## src/rtl/uart_mm_ctrl.sv

```systemverilog
// Host-link sequencer: loads matrices A and B from UART bytes, runs the multiplier, streams results back.
// Optional build macro SYNC_HDR_EN: IDLE waits for an 8'hA5 frame header before loading A.
module uart_mm_ctrl #(
  parameter int N  = 2,
  parameter int AW = 2,
  parameter int DW = 8,
  parameter int RW = 16
) (
  input  logic          clk,
  input  logic          rst,
  input  logic          rx_valid,
  input  logic [7:0]    rx_byte,
  output logic          tx_start,
  output logic [7:0]    tx_byte,
  input  logic          tx_busy,
  output logic          a_we,
  output logic          b_we,
  output logic [AW-1:0] wr_addr,
  output logic [DW-1:0] wr_data,
  output logic          mm_start,
  input  logic          mm_done,
  output logic [AW-1:0] res_addr,
  input  logic [RW-1:0] res_data,
  output logic          busy,
  output logic          err_ovr,
  output logic [3:0]    dbg_state
);

  typedef enum logic [3:0] {
    IDLE, LOAD_A, LOAD_B, START, WAIT, RD,
    TX_LO, TX_LO_W, TX_HI, TX_HI_W, NEXT
  } state_t;

  localparam logic [AW-1:0] LAST = AW'(N * N - 1);

  state_t        state_q, state_d;
  logic [AW-1:0] cnt_q, cnt_d;
  logic [AW-1:0] res_addr_q, res_addr_d;
  logic [RW-1:0] rres_q;
  logic          err_q, err_d;
  logic          mm_start_q;
  logic [7:0]    lo_byte, hi_byte;

  assign lo_byte   = 8'(rres_q);
  assign hi_byte   = 8'(rres_q >> 8);
  assign wr_addr   = cnt_q;
  assign res_addr  = res_addr_q;
  assign mm_start  = mm_start_q;
  assign err_ovr   = err_q;
  assign busy      = (state_q != IDLE);
  assign dbg_state = state_q;

  always_comb begin
    state_d    = state_q;
    cnt_d      = cnt_q;
    res_addr_d = res_addr_q;
    err_d      = err_q;
    a_we       = 1'b0;
    b_we       = 1'b0;
    wr_data    = '0;
    tx_start   = 1'b0;
    tx_byte    = 8'h00;
    case (state_q)
      IDLE: begin
        if (rx_valid) begin
`ifdef SYNC_HDR_EN
          if (rx_byte == 8'hA5) begin
            state_d = LOAD_A;
            cnt_d   = '0;
            err_d   = 1'b0;
          end
`else
          a_we    = 1'b1;
          wr_data = DW'(rx_byte);
          cnt_d   = AW'(1);
          state_d = LOAD_A;
          err_d   = 1'b0;
`endif
        end
      end
      LOAD_A, LOAD_B: begin
        if (rx_valid) begin
          a_we    = (state_q == LOAD_A);
          b_we    = (state_q == LOAD_B);
          wr_data = DW'(rx_byte);
          if (cnt_q == LAST) begin
            cnt_d   = '0;
            state_d = (state_q == LOAD_A) ? LOAD_B : START;
          end else begin
            cnt_d = cnt_q + AW'(1);
          end
        end
      end
      START: state_d = WAIT;
      WAIT: begin
        if (mm_done) begin
          res_addr_d = '0;
          state_d    = RD;
        end
      end
      RD: state_d = TX_LO;
      // tx_start is held until the transmitter acknowledges with tx_busy.
      TX_LO: begin
        tx_start = 1'b1;
        tx_byte  = lo_byte;
        if (tx_busy) state_d = TX_LO_W;
      end
      TX_LO_W: begin
        tx_byte = lo_byte;
        if (!tx_busy) state_d = TX_HI;
      end
      TX_HI: begin
        tx_start = 1'b1;
        tx_byte  = hi_byte;
        if (tx_busy) state_d = TX_HI_W;
      end
      TX_HI_W: begin
        tx_byte = hi_byte;
        if (!tx_busy) state_d = NEXT;
      end
      NEXT: begin
        if (res_addr_q == LAST) begin
          res_addr_d = '0;
          state_d    = IDLE;
        end else begin
          res_addr_d = res_addr_q + AW'(1);
          state_d    = RD;
        end
      end
      default: state_d = IDLE;
    endcase
    if (rx_valid && !(state_q inside {IDLE, LOAD_A, LOAD_B})) err_d = 1'b1;
  end

  always_ff @(posedge clk) begin
    if (rst) begin
      state_q    <= IDLE;
      cnt_q      <= '0;
      res_addr_q <= '0;
      rres_q     <= '0;
      err_q      <= 1'b0;
      mm_start_q <= 1'b0;
    end else begin
      state_q    <= state_d;
      cnt_q      <= cnt_d;
      res_addr_q <= res_addr_d;
      err_q      <= err_d;
      // Registered so the start pulse lands two cycles after the last B byte.
      mm_start_q <= (state_q == START);
      if (state_q == RD) rres_q <= res_data;
    end
  end

endmodule

```

## config.mk

```make
export PLATFORM = sky130hd
export DESIGN_NAME = uart_mm_ctrl
export DESIGN_NICKNAME = d
export VERILOG_FILES = /design/src/rtl/uart_mm_ctrl.sv
export SDC_FILE = /design/constraint.sdc
export NUM_CORES = 1
export LEC_CHECK = 0
export ABC_CLOCK_PERIOD_IN_PS = 4400
export BUFFER_PORTS_ARGS = -buffer_cell sky130_fd_sc_hd__buf_4
export CAP_MARGIN = 25
export CORE_UTILIZATION = 51
export DETAILED_ROUTE_END_ITERATION = 8
export HOLD_SLACK_MARGIN = 0.15
export PLACE_DENSITY = 0.91
export SLEW_MARGIN = 0
export SYNTH_ARGS = -nofsm -noshare
export SYNTH_HDL_FRONTEND = slang
export SYNTH_SLANG_ARGS = --single-unit
```

## constraint.sdc

```tcl
create_clock -name clk -period 4.4 [get_ports clk]
set_clock_uncertainty 0.05 [all_clocks]
set_input_delay 0.88 -clock clk [delete_from_list [all_inputs] [get_ports clk]]
set_output_delay 0.88 -clock clk [all_outputs]
set_load 0.03 [all_outputs]
```

==> impl_summary.md, run 1 <==
Run status
The flow ran to the end, and the final reports show no timing, DRC or antenna violations.

Synth
The share of the Yosys chip area taken by registers is 0.355. The number of unique standard cell types used by synthesis is 46. The most used flip-flop cell after synthesis is dfxtp_1. The share of synthesized area in the top cell type comes to 0.355. Counting flops with a built-in enable in the synthesized netlist gives 0. By area the synthesized netlist is led by dfxtp_1 (36%), nand2_1 (9.2%), a21oi_1 (7.2%). The synthesized design contains 26 register bits. The area of the mapped netlist is ~1500 um^2. Averaged over all synthesized cells, the footprint is 8.28 um^2. Of all flip-flops after synthesis, the portion carrying an async set or reset was 0. The cell type with the highest aggregate area in the netlist is dfxtp_1. The cell count after synthesis is about 180.

For this run, the number of Yosys warnings is 0. The commonest cells after synthesis are nand2_1 (36), dfxtp_1 (26), a21oi_1 (21). The most common cell in the synthesized netlist is nand2_1. The number of nets in the synthesized netlist is about 210.

STA
The number of hold violations in the final report is 0. The tightest hold path in the finished design has a slack of 0.416 ns. The worst pin sits at a relative slew slack of 0.436. The final total negative setup slack is 0 ns. The minimum clock period is roughly 3.1 ns. The ratio of final minimum period to clock period is 0.713. The minimum setup slack in the final design is ~1.3 ns.

Setup violations remaining at the end of the flow were counted as 0. The number of max-slew violations in the final report is 0. Setup repair after global routing left no endpoint under its margin. The worst-margin pin slew is between 0.8 and 0.9 ns.

Timing would allow up to approximately 320 MHz.

Floorplan
The core region is between 2000 and 3000 um^2. The area of the die is 3090 um^2. The initial core utilization is 0.536.

The horizontal die dimension is roughly 56 um. From bottom edge to top edge, the die measures 55.6 um. The I/O pin count is slightly below 60. Row generation in the floorplan step produced 19 rows.

Layout
From synthesis to final layout, the design area changed by 29.7%. After routing the design area is around 1900 um^2. Once layout is complete, the utilization of the core stands at 0.695. 0 antenna diodes ended up in the layout. The number of nets in the layout is around 260. The count of cells in the finished layout, fillers not included, comes to between 200 and 300. Of the cells placed in the final design, the portion with a size suffix greater than 1 is 0.329.

Routing
The first detailed-routing pass took 4 iterations. The via count normalized by instance count is 5.52. The total DRC errors in the routed layout is 0. The DRC marker count from the first detailed-route iteration is 55. The final antenna-violating net count is 0. The routed design has 3.44 mm of wire. Summing over every cut layer, the via total after detailed routing is about 1400. The average routed wire per standard cell is roughly 13 um.

Worst setup path
The critical-path cell with the highest stage delay is dfxtp_1. The type of element launching the critical path is a flip-flop. The required time at the worst-slack endpoint is roughly 3.5 ns. Of all nets on the critical path, the largest fanout is 23. Walking the worst path, the cells encountered are and3b_1 -> a22o_1 -> buf_4. The worst stage delay on the critical path is around 0.90 ns. The critical path capture point type is an output port.

The critical path class is flip-flop to output port. The endpoint arrival time on the critical path is roughly 2.2 ns.

Power and ir drop
The power density over cell area is about 550 nW/um^2. The post-route total power is 1.04 mW. VDD sags by at most 0.000540 V. The static leakage power is between 0.7 and 0.8 nW.

Global route
The total routing resource utilization after global routing is 0.224. The total overflow reported by the global router is 0. The largest net degree at the start of global routing is 28. The number of antenna violations at the first check in global routing is 0. The number of global-route vias before repair came to approximately 1200.

The first-pass GRT wire length is ~5.6 mm.

Clock tree
In this run the deepest clock path goes through 2 buffers. The root buffer cell chosen for the clock tree is clkbuf_4. The clock input transition at the sequential cells of the worst setup and hold paths is roughly 0.15 ns. The number of gates given a new drive strength after cts is 0.

The number of buffers inserted by post-CTS setup repair is 0. The deepest level of the CTS H-tree is 1. The cts-stage hold buffer count is 0.

For this design, the sink count on the clock tree is 26. TritonCTS built the clock tree. The clock reaches the later pin of the worst-skew pair after 0.33 ns. Counting the buffers created by CTS gives 3.

Placed design
At the end of routability-driven placement, the weighted congestion stood at ~0.78. The setup slack after placement is approximately 1.5 ns. The number of cells in the design after placement is 252. Summed over all nets, the half-perimeter wirelength after detailed placement is 2.29 mm. The placed instances occupy a cell area of around 1800 um^2. The port buffer count is 58.

Flow run
The tool flagged a number of max-cap violations equal to 0.

Min path
The worst hold path class is flip-flop to flip-flop.
state kept, by name, summed over array words and instances, names as in the netlist:
name and count:
mm_start 1, wr_addr 2, err_ovr 1, res_addr 2, dbg_state 4, rres_q 16
cell usage in the layout (no fill, tap or decap), drive strengths merged, types with 3 or more instances in the layout:
cell,count
a211oi,6
a21oi,22
a22o,8
a31oi,5
and2,8
buf,58
clkbuf,3
dfxtp,26
nand2,36
nand2b,4
nor2,11
o21ai,4
per-layer routing:
layer | global-route usage | routed length, um
met5 | 0 | 0
met4 | 0.0357 | 12
met3 | 0.0512 | 192
met2 | 0.377 | 1720
met1 | 0.300 | 1520
cell families (layout without fill, tap and decap cells):
logic type	after synthesis	count (layout)	share of synthesized area
compound gates	52	52	0.254
xor+xnor	2	2	0.0120
simple gates	78	78	0.287
buf+inv	16	64	0.0675
flops	26	26	0.355
mux	1	1	0.00683
fa+ha+maj	2	2	0.0171
final timing paths:
path | startpoint | endpoint | slack, ns | cells past startpoint
max reg2reg | dbg_state[1]$_SDFFE_PP0P_ | dbg_state[2]$_SDFFE_PP0P_ | 2.28 | 4
max | dbg_state[1]$_SDFFE_PP0P_ | tx_byte[4] | 1.26 | 3
min | rres_q[15]$_SDFFE_PP0P_ | rres_q[15]$_SDFFE_PP0P_ | 0.42 | 2
min reg2reg | rres_q[15]$_SDFFE_PP0P_ | rres_q[15]$_SDFFE_PP0P_ | 0.42 | 2
critical path, delay by kind of cell (launching register included):
kind	cells	cell delay (ns)
AND/OR/NAND/NOR	1	0.57
AO/OA/AOI/OAI	1	0.23
flip-flops	1	0.90
buffers and inverters	1	0.16
where the power goes:
part	switching (mW)	total (mW)	internal (mW)
sequential	0.0877	0.355	0.267
combinational	0.300	0.520	0.220
clock	0.0740	0.166	0.0922
total	0.462	1.04	0.579
cell type report:
cell class                      count  area (um^2)
Multi-Input combinational cell    135          846
Clock buffer                        3         22.5
Fill cell                         228          833
Inverter                            2         7.51
Tap cell                           31         38.8
Clock inverter                      1         30.0
Sequential cell                    26          520
Timing Repair Buffer               58          435
Note: power is estimated with default switching activity, not from simulation.
==> run 2, diff against run 1 <==
ABC_CLOCK_PERIOD_IN_PS = 2650   (was 4400)
CORE_UTILIZATION = 43   (was 51)
PLACE_DENSITY = 0.82   (was 0.91)
clock period = 2.65 ns   (was 4.4 ns; I/O delays follow)
==> impl_summary.md, run 2 (synthesis gave the netlist of run 1 again) <==
Layout
Compared with the post-synthesis result, the final layout area differs by 33.0%. The register with the most flip-flops in the final layout is rres_q. The number of flip-flops under the largest register name is 16 (unchanged).

The total inserted antenna cells is 0 (unchanged). The non-filler instance count after layout is 273 (+6.6%). The final standard cell utilization of the core is 0.618 (-0.0773). The share of post-route cells with drive strength above 1 is 0.345 (+0.0161). In the layout the commonest cells are buf_4 (62), nand2_1 (36), dfxtp_1 (25). The number of nets in the layout is 261 (+1.6%). The leading cell type in the layout, fill and taps excluded is buf_4.

Floorplan
The core region area is 3150 um^2 (+15%). The horizontal die dimension is 60.4 um (+8.6%). The height of the die is 60.4 um (+8.6%). The initial core utilization is 0.465 (-0.0712).

The area of the die is 3640 um^2 (+18%). The I/O pin count is 59 (unchanged). The row count is 20 (+1).

Global route
The first-pass GRT wire length was 5.72 mm (+2.3%). The total overflow reported by the global router is 0 (unchanged). The most used routing layer is met2. The met1 routing resource usage after global routing is 0.254 (-0.0454). The largest net degree at the start of global routing is 28 (unchanged). The number of antenna violations at the first check in global routing is 0 (unchanged). The met2 usage in global routing is 0.349 (-0.0284). The total routing resource utilization after global routing is 0.207 (-0.0176). The met3 layer usage reported by global route is 0.0426 (-0.00852). The number of global-route vias before repair came to 1301 (+5.3%).

Routing
The final antenna-violating net count was 0 (unchanged). The DRC marker count from the first detailed-route iteration came to 55 (unchanged). The number of search-and-repair iterations in the first detailed-routing pass was 4 (unchanged).

The via count normalized by instance count is 5.33 (-3.5%). The total DRC errors in the routed layout is 0 (unchanged). The average routed wire per standard cell is 12.7 um (-5.7%).

The final wirelength is 3.46 mm (+0.58%). The total number of vias came to 1454 (+2.9%).

Power and ir drop
The switching power is 0.771 mW (+67%). The post-route total power was 1.76 mW (+69%). The power share of the clock group is 0.156 (-0.004). The sequential cell fraction of total power is 0.307 (-0.034). The switching part of the total power is 0.438 (-0.00573).

The internal power consumption is 0.989 mW (+71%). The combinational cell fraction of total power came to 0.537 (+0.037). The maximum vdd drop came to 0.000439 V (-19%). The static leakage power is 0.810 nW (+2.7%).

The power density over cell area was 904 nW/um^2 (+65%).

Worst setup path
Among all stages on the critical path, the largest delay is contributed by dfxtp_1. The signal on the critical path passes through buf_4 -> nor3b_2 -> buf_4 -> nor2_1 -> nor2_1 -> buf_4. The type of element launching the critical path is a flip-flop. The worst stage delay on the critical path is 0.45 ns (-0.45 ns). The critical path capture point type is an output port. The maximum fanout along the worst path is 11 (-52%). The critical path in this run is classified as flip-flop to output port. The required time at the worst-slack endpoint was 2.07 ns (-1.40 ns). The cell occurring most often along the worst timing path is buf_4. The endpoint arrival time on the critical path is 1.86 ns (-0.35 ns).

Clock tree
The clock insertion delay at the later pin of the skew report is 0.33 ns (about the same). The clock input transition at the sequential cells of the worst setup and hold paths is 0.15 ns (about the same). The total clock sinks is 26 (unchanged). The maximum clock path buffer count was 2 (unchanged).

TritonCTS built the clock tree. The cts-stage hold buffer count came to 0 (unchanged). Clock tree synthesis selected as its root buffer the cell clkbuf_4. The deepest level of the CTS H-tree is 1 (unchanged). The number of CTS-inserted buffers was 3 (unchanged).

STA
The worst-margin pin slew is 0.456 ns (-0.388 ns). The final total negative setup slack is 0 ns (unchanged). The fmax is about 410 MHz. Subtracting the final worst setup slack from the clock period gives roughly 2.4 ns. Setup repair after global routing left no endpoint under its margin. The number of max-slew violations in the final report is 0 (unchanged).

The final-report setup violation count is 0 (unchanged). The remaining max-slew budget at the tightest pin was 0.696 (+0.260). The number of hold violations in the final report is 0 (unchanged). The minimum setup slack in the final design came to 0.210 ns (-1.05 ns). Of the available clock period, the critical path in the final layout requires 0.921.

Min path
The path class of the tightest hold or removal check is input port to flip-flop.

Placed design
The final weighted congestion in routability-driven placement is 0.786 (+1.2%). The number of cells in the design after placement is 269 (+6.7%). The setup slack after placement came to 0.436 ns (-1.03 ns). The half-perimeter wire length after placement is 2.49 mm (+8.6%). The port buffer count is 58 (unchanged).

Run status
The run finished with clean final reports.

Flow run
The max-capacitance violation count was 0 (unchanged).
## run 2: cell types whose count changed in the layout (fill, tap and decap cells not counted)
| cell | previous run | this run |
|---|---|---|
| dfxtp_1 | 26 | 25 |
| dfxtp_2 | 0 | 1 |
| buf_4 | 58 | 62 |
## run 2: routing by layer
layer  vias up  share of wire
met5         -              0
met4         0          0.016
met3         4          0.047
met2        31           0.50
met1       689           0.44
li1        730              -
## run 2: final timing paths
check	startpoint	to	slack [ns]	depth (start not counted)
max reg2reg	dbg_state[1]$_SDFFE_PP0P_	dbg_state[0]$_SDFFE_PP0P_	0.85	5
min	res_data[15]	rres_q[15]$_SDFFE_PP0P_	0.38	3
min reg2reg	rres_q[5]$_SDFFE_PP0P_	rres_q[5]$_SDFFE_PP0P_	0.42	2
max	dbg_state[2]$_SDFFE_PP0P_	tx_start	0.21	6
## run 2: cell type report
| class | instances | area [um^2] |
|---|---|---|
| Clock buffer | 3 | 22.5 |
| Clock inverter | 1 | 30.0 |
| Fill cell | 306 | 1200 |
| Inverter | 2 | 7.51 |
| Multi-Input combinational cell | 135 | 846 |
| Sequential cell | 26 | 522 |
| Tap cell | 44 | 55.1 |
| Timing Repair Buffer | 62 | 465 |
## run 2: repair_timing
action,in CTS,in global routing
endpoints found under the hold margin,0,0
endpoints found under the setup margin,0,1
gates resized for setup,0,1
buffers inserted,0,0
## run 2: critical path: cells and delay by family (launching register included)
family                 cells  cell delay [ns]
buffers and inverters      3             0.63
flip-flops                 1             0.45
AND/OR/NAND/NOR            3             0.44
## run 2: power groups by stage
stage | registers [mW] | clock network, mW | logic (mW)
6_report | 0.540 | 0.275 | 0.946
5_1_grt | 0.553 | 0.292 | 1.03
4_1_cts | 0.536 | 0.278 | 0.950
3_5_place_dp | 0.545 | 0 | 0.948
3_3_place_gp | 0.542 | 0 | 0.930
2_1_floorplan | 0.560 | 0 | 0.684
## run 2: stage by stage
step / area, um^2 / hold slack (ns)
floorplan: 1470 / 0.386
global placement: 1890 / 0.391
finish: 1950 / 0.378
detailed placement: 1890 / 0.398
global route: 1950 / 0.360
CTS: 1950 / 0.367
